<file path="config.mk">
export PLATFORM = sky130hd
export DESIGN_NAME = event_encoder_8x3
export DESIGN_NICKNAME = d
export VERILOG_FILES = /design/src/rtl/evt_enc_pkg.sv /design/src/rtl/event_encoder_8x3_lsb_find.sv /design/src/rtl/event_encoder_8x3.sv
export SDC_FILE = /design/constraint.sdc
export NUM_CORES = 1
export LEC_CHECK = 0
export BUFFER_PORTS_ARGS = -buffer_cell sky130_fd_sc_hd__clkbuf_2
export CORE_AREA = 2 2 39 41
export DETAILED_ROUTE_END_ITERATION = 12
export DIE_AREA = 0 0 41 43
export HOLD_SLACK_MARGIN = 0.1
export MAX_ROUTING_LAYER = met4
export PLACE_DENSITY = 0.76
export SYNTH_ARGS = -nofsm -noshare
export SYNTH_HDL_FRONTEND = slang
export SYNTH_SLANG_ARGS = --single-unit
</file>
<file path="constraint.sdc">
create_clock -name clk -period 2.8 [get_ports clk]
set_clock_uncertainty 0.05 [all_clocks]
set_input_delay 0.14 -clock clk [delete_from_list [all_inputs] [get_ports clk]]
set_output_delay 0.14 -clock clk [all_outputs]
set_load 0.02 [all_outputs]
</file>
<file path="src/rtl/evt_enc_pkg.sv">
// Shared types and constants for the event encoder.
package evt_enc_pkg;

  localparam int DEF_N = 8;
  localparam int DEF_W = $clog2(DEF_N);

  typedef enum logic {
    IDLE  = 1'b0,
    DRAIN = 1'b1
  } state_t;

  localparam logic [DEF_N-1:0] ZERO_VEC = '0;

endpackage

</file>
<file path="src/rtl/event_encoder_8x3_lsb_find.sv">
// Combinational lowest-set-bit finder: binary index, one-hot mask and any-set flag.
module lsb_find #(
  parameter  int N = 8,
  localparam int W = $clog2(N)
) (
  input  logic [N-1:0] i_vec,
  output logic [W-1:0] o_idx,
  output logic [N-1:0] o_mask,
  output logic         o_any
);

  // Two's-complement trick isolates the lowest set bit.
  assign o_mask = i_vec & (~i_vec + N'(1));
  assign o_any  = |i_vec;

  always_comb begin
    o_idx = '0;
    for (int i = N - 1; i >= 0; i--) begin
      if (i_vec[i]) o_idx = W'(i);
    end
  end

endmodule

</file>
<file path="src/rtl/event_encoder_8x3.sv">
// Multi-hot event vector to LSB-first index stream with valid/ready on both sides.
// Optional build macro EVT_ENC_ZERO_ERR_EN enables the zero_err pulse on all-zero vectors.
module event_encoder_8x3
  import evt_enc_pkg::*;
#(
  parameter  int N = DEF_N,
  localparam int W = $clog2(N)
) (
  input  logic         clk,
  input  logic         rst,
  input  logic         in_valid,
  output logic         in_ready,
  input  logic [N-1:0] in_vec,
  output logic         out_valid,
  input  logic         out_ready,
  output logic [W-1:0] out_idx,
  output logic         out_last,
  output logic         zero_err
);

  state_t         r_state;
  state_t         w_state_nxt;
  logic [N-1:0]   r_pending;
  logic [W-1:0]   w_idx;
  logic [N-1:0]   w_mask;
  logic           w_any;
  logic           w_last;
  logic           w_accept;
  logic           w_beat;

  lsb_find #(.N(N)) u_lsb_find (
    .i_vec  (r_pending),
    .o_idx  (w_idx),
    .o_mask (w_mask),
    .o_any  (w_any)
  );

  assign in_ready  = (r_state == IDLE);
  assign out_valid = (r_state == DRAIN);
  assign w_accept  = in_valid && in_ready;
  assign w_beat    = out_valid && out_ready;
  assign w_last    = w_any && ((r_pending & ~w_mask) == '0);
  assign out_idx   = out_valid ? w_idx : '0;
  assign out_last  = out_valid && w_last;

  always_ff @(posedge clk or posedge rst) begin
    if (rst) r_state <= IDLE;
    else     r_state <= w_state_nxt;
  end

  always_comb begin
    w_state_nxt = r_state;
    case (r_state)
      IDLE:    if (w_accept && (in_vec != N'(ZERO_VEC))) w_state_nxt = DRAIN;
      DRAIN:   if (w_beat && w_last) w_state_nxt = IDLE;
      default: w_state_nxt = IDLE;
    endcase
  end

  always_ff @(posedge clk or posedge rst) begin
    if (rst) begin
      r_pending <= '0;
    end else if (w_accept) begin
      r_pending <= in_vec;
    end else if (w_beat) begin
      r_pending <= r_pending & ~w_mask;
    end
  end

`ifdef EVT_ENC_ZERO_ERR_EN
  logic r_zero_err;

  always_ff @(posedge clk or posedge rst) begin
    if (rst) r_zero_err <= 1'b0;
    else     r_zero_err <= w_accept && (in_vec == N'(ZERO_VEC));
  end

  assign zero_err = r_zero_err;
`else
  assign zero_err = 1'b0;
`endif

endmodule
</file>
==> reports/qor.csv <==
metric;value;unit
cp_num_buf_inv;1;
die_x;41;um
cp_cell_sequence;nor4_4 > nand4b_1 > nand4_1 > a31oi_1 > nor2_1 > clkbuf_2;
ff_latch_area;225;sq um
syn_area_per_cell;8.36;sq um
power_density;1130;mW/mm^2
fin_cells;118;
initial_core_util;47.1;%
netlist_instances;78;
setup_violations;0;
syn_area;652;sq um
final_area;831;sq um
ios;19;
first_pass_iters;4;
cts.clk_slew.worst_paths;0.06;ns
ys_ff_latch;9;
yosysUniqueCellTypes;33;
ir_drop;0.569;mV
crit_arrival;1.73;ns
worstHoldPathType;primary input to flop;
maxSlewViolCount;0;
critPathLaunch;r_pending[1]$_DFFE_PP0P_;
nets;115;
multi_input_area;365;sq um
hold_start;out_ready;
end_kind;output port;
grt_pass1_wl;2820;um
crit_type;flop to output port;
fill_cells;136;
hpwl;1110;um
grt_pass1_vias;617;
placedInstanceArea;714;sq um
wl_per_cell;14.9;um
cp_max_fo;8;
async_flop_share;100;%
drv_cap;0;
clk-insertion-delay-late;0.27;ns
layout-drive-gt1-share;23.5;%
dp_cells;105;
row_count;14;
cts_setup_buffers;0;
cts_tree;built;
worstMarginPinSlew;0.765;ns
final_antenna_net_count;0;
cts_made_buffers;3;
die_h;43;um
post-route-period-util;68.4;%
worstReg2RegStart;out_valid$_DFF_PP0_;
gp_congestion;0.796;
coreArea;0.00138;sq mm
synth_flop_cell;dfrtp_1;
fin_crit;1.92;ns
io_buffer_count;17;
slowest_stage;dfrtp_1;
gr-total-overflow;0;
clk_path_buf_depth;2;
synth_nets;90;
drt_iter0_markers;22;
diodes;0;
max_freq;0.522;GHz
die_area;0.00176;sq mm
maxSlewHeadroom;48.9;%
grt_use_total;24.5;%
total_leakage_power;0.375;nW
area_growth;27.4;%
viasPerCell;5.87;
clkSinkCount;9;
yosys_warnings;0;
cts_root_buf;clkbuf_4;
ys_seq_area_share;34.5;%
rsz0062_at_grt;false;
drt-total-wl;1760;um
drc;0;
hold_viol_final;0;
crit_required;2.61;ns
start_kind;flop;
crit_family;simple AND/OR/NAND/NOR gates;
htree_levels;1;
status;finished, final reports clean;
grt_antenna_before_repair;0;
vias;693;
grt_max_degree;13;
synth_edf_count;0;
cp_slowest_stage_delay;0.47;ns
finalSetupTns;0;ns
==> sequential cells by signal, indices dropped and copies added (netlist names) <==
name	count
out_valid	1
r_pending	8
==> cell usage after synthesis (all sizes together) (2+ instances only) <==
| master | instances | area [sq um] |
|---|---|---|
| nand4b | 3 | 26.3 |
| nor2 | 6 | 22.5 |
| nor3 | 3 | 20.0 |
| nand4 | 2 | 12.5 |
| nand2 | 10 | 37.5 |
| inv | 5 | 18.8 |
| a21oi | 5 | 25.0 |
| o21ai | 8 | 40.0 |
| nor4 | 3 | 33.8 |
| buf | 4 | 35.0 |
| clkbuf | 2 | 7.51 |
| o41ai | 2 | 17.5 |
| dfrtp | 9 | 225 |
| a22o | 3 | 26.3 |
==> cell families after synthesis <==
kind of cell	synth area share [%]
other	0.575
multiplexers	1.54
AO/OA/AOI/OAI	22.5
XOR/XNOR	1.34
AND/OR/NAND/NOR	30.1
flip-flops	34.5
buffers and inverters	9.40
==> placed cells by master (no fill, tap or decap), types with 2 or more instances in the layout <==
| cell | synthesis | layout |
|---|---|---|
| nand4_1 | 2 | 2 |
| nor3_1 | 2 | 2 |
| inv_1 | 4 | 4 |
| o21ai_1 | 4 | 4 |
| o41ai_1 | 2 | 2 |
| nand2_1 | 10 | 10 |
| dfrtp_1 | 9 | 9 |
| nor2_1 | 6 | 6 |
| clkbuf_2 | 0 | 17 |
| dlygate4sd3_1 | 0 | 9 |
| o21ai_0 | 4 | 4 |
| nand4b_1 | 3 | 3 |
| nor4_1 | 2 | 2 |
| a21oi_1 | 5 | 5 |
| clkbuf_4 | 0 | 3 |
| a22o_1 | 3 | 3 |
==> area by class of cell <==
type                            count  area share (%)
Clock buffer                        4            3.16
Tap cell                           16            2.41
Multi-Input combinational cell     58            44.0
Sequential cell                     9            27.1
Timing Repair Buffer               26            21.1
Inverter                            5            2.26
==> stage by stage <==
stage	worst slack (ns)	hold slack (ns)	power (W)	utilization [%]
finish	0.885	0.181	0.000939	60.0
global route	0.764	0.210	0.00101	60.0
CTS	0.901	0.181	0.000932	60.0
detailed placement	1.19	0.0517	0.000819	51.6
global placement	1.24	0.0460	0.000810	51.6
floorplan	1.21	-0.0821	0.000715	-
==> worst register-to-register path, stage by stage, from the launching register on <==
cell     delay [ns]
dfrtp_1        0.48
nor2b_1        0.65
nor2_1         0.09
a22o_1         0.22
==> what timing repair did <==
action / in CTS / in global routing
hold endpoints to repair: 17 / 0
hold buffers: 9 / 0
resized for setup: 0 / 0
==> final timing paths <==
path | end | slack, ns | depth (start not counted)
worst max register to register | r_pending[6]$_DFFE_PP0P_ | 1.21 | 3
max in group asynchronous | r_pending[1]$_DFFE_PP0P_ | 2.12 | 3
min in group asynchronous | r_pending[0]$_DFFE_PP0P_ | 0.32 | 3
worst min-delay path | out_valid$_DFF_PP0_ | 0.18 | 3
worst max-delay path | out_last | 0.88 | 6
worst min register to register | r_pending[2]$_DFFE_PP0P_ | 0.59 | 2
==> power breakdown <==
group	internal [W]	switching [W]	total (W)
combinational	0.000222	0.000285	0.000507
sequential	0.000186	0.000142	0.000328
clock	0.0000551	0.0000478	0.000103
==> layer usage <==
layer	GRT usage [%]	vias up	routed length [um]
li1	-	333	-
met1	34.1	320	720
met2	34.1	38	882
met3	5.76	2	136
met4	8.67	0	18
met5	-	-	0
No activity file was read; power rests on OpenSTA's default activity.
